File: config.mk
export PLATFORM = sky130hd
export DESIGN_NAME = fb_swap_ctrl
export DESIGN_NICKNAME = d
export VERILOG_FILES = /design/src/rtl/fb_pkg.sv /design/src/rtl/fb_clear_counter.sv /design/src/rtl/fb_swap_ctrl.sv
export SDC_FILE = /design/constraint.sdc
export NUM_CORES = 1
export LEC_CHECK = 0
export ABC_CLOCK_PERIOD_IN_PS = 3700
export BUFFER_PORTS_ARGS = -buffer_cell sky130_fd_sc_hd__buf_4
export CAP_MARGIN = 15
export CELL_PAD_IN_SITES_DETAIL_PLACEMENT = 0
export CELL_PAD_IN_SITES_GLOBAL_PLACEMENT = 1
export CORE_MARGIN = 2
export CORE_UTILIZATION = 40
export CTS_CLUSTER_DIAMETER = 30
export DETAILED_ROUTE_END_ITERATION = 12
export PLACE_DENSITY = 0.82
export SLEW_MARGIN = 0
export SYNTH_ARGS = -nofsm -noshare
export SYNTH_HDL_FRONTEND = slang
export SYNTH_SLANG_ARGS = --single-unit
File: constraint.sdc
create_clock -name clk_in -period 3.7 [get_ports clk_in]
set_input_delay 0 -clock clk_in [delete_from_list [all_inputs] [get_ports clk_in]]
set_output_delay 0 -clock clk_in [all_outputs]
set_load 0.01 [all_outputs]
File: src/rtl/fb_pkg.sv
// ============================================================================
// fb_pkg : shared types and constants for the framebuffer swap controller.
// Revision: 1.0 - initial release
// ============================================================================
`default_nettype none

package fb_pkg;

  typedef enum logic [1:0] {
    CLEAR     = 2'd0,
    RENDER    = 2'd1,
    WAIT_SWAP = 2'd2
  } fb_state_t;

  localparam logic [15:0] CLEAR_WORD = 16'h00FF;

  // Minimum address width able to index 'depth' words.
  function automatic int unsigned fb_addr_w(input int unsigned depth);
    return (depth <= 1) ? 1 : $clog2(depth);
  endfunction

endpackage

`default_nettype wire

File: src/rtl/fb_clear_counter.sv
// ============================================================================
// fb_clear_counter : back-buffer clear address sequencer (0..WIDTH*HEIGHT-1).
// Revision: 1.0 - initial release
// ============================================================================
`default_nettype none

module fb_clear_counter
  import fb_pkg::*;
#(
  parameter int WIDTH  = 360,
  parameter int HEIGHT = 360,
  parameter int ADDR_W = 17
) (
  input  logic              clk_in,
  input  logic              rst_in,
  input  logic              start_i,
  output logic              active_o,
  output logic [ADDR_W-1:0] count_o,
  output logic              last_o
);

  localparam logic [ADDR_W-1:0] c_LAST = ADDR_W'(WIDTH * HEIGHT - 1);

  logic              active_q, active_d;
  logic [ADDR_W-1:0] count_q,  count_d;

  // The count parks at zero whenever the sequencer is idle.
  always_comb begin
    active_d = active_q;
    count_d  = count_q;
    if (start_i) begin
      active_d = 1'b1;
      count_d  = '0;
    end else if (active_q) begin
      if (count_q == c_LAST) begin
        active_d = 1'b0;
        count_d  = '0;
      end else begin
        count_d = count_q + ADDR_W'(1);
      end
    end
  end

  always_ff @(posedge clk_in or posedge rst_in) begin
    if (rst_in) begin
      active_q <= 1'b0;
      count_q  <= '0;
    end else begin
      active_q <= active_d;
      count_q  <= count_d;
    end
  end

  assign active_o = active_q;
  assign count_o  = count_q;
  assign last_o   = active_q && (count_q == c_LAST);

endmodule

`default_nettype wire

File: src/rtl/fb_swap_ctrl.sv
// ============================================================================
// fb_swap_ctrl : double-buffer clear/render/swap sequencer.
// Optional macro FB_SWAP_STATS_EN enables the saturating dropped-vsync counter.
// Revision: 1.0 - initial release
// ============================================================================
`default_nettype none

module fb_swap_ctrl
  import fb_pkg::*;
#(
  parameter int WIDTH  = 360,
  parameter int HEIGHT = 360,
  parameter int ADDR_W = 17
) (
  input  logic              clk_in,
  input  logic              rst_in,
  input  logic              vsync_in,
  input  logic              raster_done_in,
  output logic              buffer_sel,
  output logic              clear_we,
  output logic [ADDR_W-1:0] clear_addr,
  output logic [15:0]       clear_data,
  output logic              raster_en,
  output logic              frame_start,
  output logic [7:0]        frame_count,
  output logic [15:0]       drop_count
);

  fb_state_t   state_q, state_d;
  logic        buffer_sel_q, buffer_sel_d;
  logic [7:0]  frame_count_q, frame_count_d;
  logic        raster_en_q, raster_en_d;
  logic        frame_start_q, frame_start_d;
  logic        w_start;
  logic        w_swap;
  logic        w_clr_active;
  logic        w_clr_last;

  fb_clear_counter #(
    .WIDTH  (WIDTH),
    .HEIGHT (HEIGHT),
    .ADDR_W (ADDR_W)
  ) u_clear_counter (
    .clk_in   (clk_in),
    .rst_in   (rst_in),
    .start_i  (w_start),
    .active_o (w_clr_active),
    .count_o  (clear_addr),
    .last_o   (w_clr_last)
  );

  // A swap launches the next clear on the same edge, so CLEAR with an idle
  // counter only occurs in the first cycle after reset release.
  always_comb begin
    state_d = state_q;
    w_start = 1'b0;
    w_swap  = 1'b0;
    case (state_q)
      CLEAR: begin
        if (!w_clr_active) begin
          w_start = 1'b1;
        end else if (w_clr_last) begin
          state_d = RENDER;
        end
      end
      RENDER: begin
        if (raster_done_in && vsync_in) begin
          w_swap = 1'b1;
        end else if (raster_done_in) begin
          state_d = WAIT_SWAP;
        end
      end
      WAIT_SWAP: begin
        if (vsync_in) begin
          w_swap = 1'b1;
        end
      end
      default: state_d = CLEAR;
    endcase
    if (w_swap) begin
      state_d = CLEAR;
      w_start = 1'b1;
    end
    buffer_sel_d  = buffer_sel_q ^ w_swap;
    frame_count_d = frame_count_q + {7'd0, w_swap};
    raster_en_d   = (state_d == RENDER);
    frame_start_d = (state_d == RENDER) && (state_q != RENDER);
  end

  always_ff @(posedge clk_in or posedge rst_in) begin
    if (rst_in) begin
      state_q       <= CLEAR;
      buffer_sel_q  <= 1'b0;
      frame_count_q <= 8'd0;
      raster_en_q   <= 1'b0;
      frame_start_q <= 1'b0;
    end else begin
      state_q       <= state_d;
      buffer_sel_q  <= buffer_sel_d;
      frame_count_q <= frame_count_d;
      raster_en_q   <= raster_en_d;
      frame_start_q <= frame_start_d;
    end
  end

`ifdef FB_SWAP_STATS_EN
  logic        w_drop;
  logic [15:0] drop_q, drop_d;

  assign w_drop = vsync_in &&
                  ((state_q == CLEAR) || ((state_q == RENDER) && !raster_done_in));

  always_comb begin
    drop_d = drop_q;
    if (w_drop && (drop_q != 16'hFFFF)) begin
      drop_d = drop_q + 16'd1;
    end
  end

  always_ff @(posedge clk_in or posedge rst_in) begin
    if (rst_in) begin
      drop_q <= 16'd0;
    end else begin
      drop_q <= drop_d;
    end
  end

  assign drop_count = drop_q;
`else
  assign drop_count = 16'd0;
`endif

  assign buffer_sel  = buffer_sel_q;
  assign clear_we    = w_clr_active;
  assign clear_data  = CLEAR_WORD;
  assign raster_en   = raster_en_q;
  assign frame_start = frame_start_q;
  assign frame_count = frame_count_q;

endmodule

`default_nettype wire

==> flow_metrics.py <==
metrics = {
    "clock_tree": {
        "clock-sinks": 31,
        "cts_resized": 0,
        "cts_max_level": 2,
        "cts_tree": "yes",
        "clk_pin_slew_worst_paths_ns": 0.07,
        "cts_buffer_depth": 2,
        "cts_hold_buf": 1,
        "cts_root_buf": "clkbuf_8",
        "numCtsBuffers": 5,
        "clkLatencyLatePin_ns": 0.29,
        "cts_setup_buffers": 0,
    },
    "power": {
        "leakagePower_nw": 1.09,
        "powerDensity_mw_per_mm2": 545,
        "p_int_mw": 0.856,
        "combPwrFrac": 0.302,
        "clkPwrFrac": 0.311,
        "p_seq_frac": 0.388,
        "p_sw_mw": 0.428,
        "total_power_mw": 1.28,
        "swShare": 0.333,
        "vdd_drop_max_uv": 160,
    },
    "logic_synthesis": {
        "synth_edf_count": 0,
        "synthFlopType": "dfrtp_1",
        "syn_area_per_cell_um2": 9.45,
        "synth_compound_area_frac": 0.142,
        "synth_common_cells": "buf_4 (32), dfrtp_1 (31), nand2_1 (16), nand3_1 (9), inv_1 (8)",
        "ys_async_sr_fraction": 1.00,
        "synth_top_cell_area_share": 0.380,
        "synth_mux_area_frac": 0.0147,
        "synth.largest_area_cell": "dfrtp_1",
        "yosysWarnings": 0,
        "synth_area_mm2": 0.00204,
        "yosys.area_share.simple": 0.227,
        "yosys.area_share.adder": 0.0429,
        "yosysMostFrequentCell": "buf_4",
        "ys_seq_elements": 31,
        "seq_area_frac_synth": 0.380,
        "synth_area_leaders": "dfrtp_1 (38%), buf_4 (12%), ha_1 (4.3%)",
        "synth_top_family_by_area": "simple AND/OR/NAND/NOR gates",
        "synth_xor_area_frac": 0.0343,
        "syn-instance-count": 216,
        "ys_types": 49,
    },
    "cells_and_area": {
        "area_growth_pct": 15.5,
        "drive_gt1_frac": 0.193,
        "n_antenna_cell": 0,
        "nets": 259,
        "design_area_mm2": 0.00236,
    },
    "route": {
        "vias": 1628,
        "drc": 0,
        "drt-vias-per-instance": 5.15,
        "wirelength_um": 4150,
        "ant_nets": 0,
        "drt_iter0_markers": 138,
        "drt_pass1_iterations": 4,
        "avgRoutedWirePerCell_um": 13.1,
    },
    "global_route": {
        "grt-ovfl-total": 0,
        "grtUsageTotal": 0.161,
        "first_global_vias": 1418,
        "antenna_found_initial": 0,
        "grt_max_degree": 32,
        "grt_pass1_wl_um": 6960,
    },
    "worst_setup_path": {
        "path_buf_inv": 1,
        "path_cells": "inv_1 > ha_1 > a21oi_1 > nor2_1 > ha_1 > ha_1 > and3_1 > nand3_1 > xnor2_1",
        "r2r_slack_ns": 1.20,
        "path_delay_family": "simple AND/OR/NAND/NOR gates",
        "required_ns": 3.88,
        "crit_fanout": 10,
        "reg2reg_to": "frame_count[6]",
        "critPathCaptureType": "register",
        "critPathLaunchType": "register",
        "crit_slowest_cell": "nor2_1",
        "worstPathArrival_ns": 2.68,
        "cp_slowest_stage_delay_ns": 0.54,
        "rr_worst_depth": 9,
        "setup.worst_path.class": "reg -> reg",
        "rr_startpoint": "state_q[1]",
        "cpMostUsedCell": "ha_1",
    },
    "placed_design": {
        "gp_congestion": 0.819,
        "hpwl_um": 2980,
        "port_buffers": 32,
        "placed_area_mm2": 0.00221,
    },
    "floorplan": {
        "initial_utilization": 0.424,
        "die_w_um": 75.4,
        "die-area_mm2": 0.00569,
        "io_pins": 65,
        "die_h_um": 75.4,
        "core-area_mm2": 0.00482,
        "fp-row-count": 25,
    },
    "timing": {
        "max_freq_mhz": 400,
        "rsz0062_at_grt": "no",
        "timing.slew.headroom": 0.382,
        "skew_ns": 0.00710,
        "period_minus_slack_ns": 2.50,
        "fin_crit_sh": 0.676,
        "hold_viol_final": 0,
        "setup_viol": 0,
        "maxSlewViolCount": 0,
        "fin_tns_setup_ns": 0,
        "worst_pin_slew_ns": 0.921,
        "fin_hold_ws_ns": 0.220,
    },
    "status": {
        "status": "finished, final reports clean",
    },
    "min_path": {
        "worstHoldStart": "vsync_in",
        "min_to": "state_q[0]",
        "min_path_cells": 5,
        "hold_class": "in -> reg",
    },
    "job": {
        "maxCapViolCount": 0,
    },
}
-- final cells by class --
cell class              instances  area [um2]
clock buffers                   6        72.6
inverters                       8        30.0
multi-input cells             166        1060
repair buffers                 36         273
flip-flops and latches         31         776
well taps                      67        83.8
fillers                       490        2460
clock inverters                 2        60.1
-- per-layer routing --
metal  vias up  routed length [um]  global-route usage
met2        66                1870               0.228
met3         4                 272              0.0397
li1        790                   -                   -
met5         -                   0                   0
met1       768                1950               0.234
met4         0                  56              0.0682
-- power by group through the flow --
stage	Clock, mW	Sequential, mW	Combinational [mW]
floorplan	0	0.499	0.265
global placement	0	0.500	0.389
detailed placement	0	0.503	0.391
CTS	0.406	0.496	0.393
global route	0.420	0.512	0.432
finish	0.399	0.498	0.387
-- worst max path at each step --
stage | start | endpoint | slack (ns) | cells past startpoint
finish | state_q[1] | frame_count[6] | 1.20 | 9
global route | state_q[1] | frame_count[6] | 0.88 | 9
global placement | state_q[1] | frame_count[6] | 1.19 | 9
detailed placement | state_q[1] | frame_count[6] | 1.19 | 9
CTS | state_q[1] | frame_count[6] | 1.16 | 9
floorplan | state_q[0] | frame_count[6] | 1.59 | 9
-- state kept, by name, summed over array words and instances, names as in the netlist --
register                  cells
u_clear_counter.active_o      1
raster_en                     1
frame_start                   1
buffer_sel                    1
u_clear_counter.count_o      17
frame_count                   8
state_q                       2
-- tightest hold or removal path: cells and delay by family --
kind / cells / cell delay, ns
AO/OA/AOI/OAI: 2 / 0.23
AND/OR/NAND/NOR: 2 / 0.15
buffers and inverters: 1 / 0.08
-- through the flow --
stage           util  std cells  setup slack (ns)
6_report       0.489        316              1.20
5_1_grt        0.489        316             0.879
4_1_cts        0.489        316              1.16
3_5_place_dp   0.459        307              1.19
3_3_place_gp   0.459        307              1.19
2_1_floorplan      -        246              1.59
-- cells by family (layout without fill, tap and decap cells) --
logic type | after synthesis | after routing
AOI/OAI and AO/OA | 40 | 40
xor gates and xnor gates | 8 | 8
adders and majority gates | 7 | 7
buffers and inverters | 49 | 52
DFF | 31 | 31
muxes | 3 | 3
other | 2 | 32
and+or+nand+nor | 76 | 76
-- layout by cell type (no fill, tap or decap), types with 6 or more instances in the layout --
cell type / n
buf_4: 35
conb_1: 32
dfrtp_1: 31
nand2_1: 16
nand3_1: 9
inv_1: 8
a21oi_1: 7
nor3b_1: 7
ha_1: 7
nor2_1: 6
o311ai_0: 6
o21a_1: 6
No activity file was read; power rests on OpenSTA's default activity.
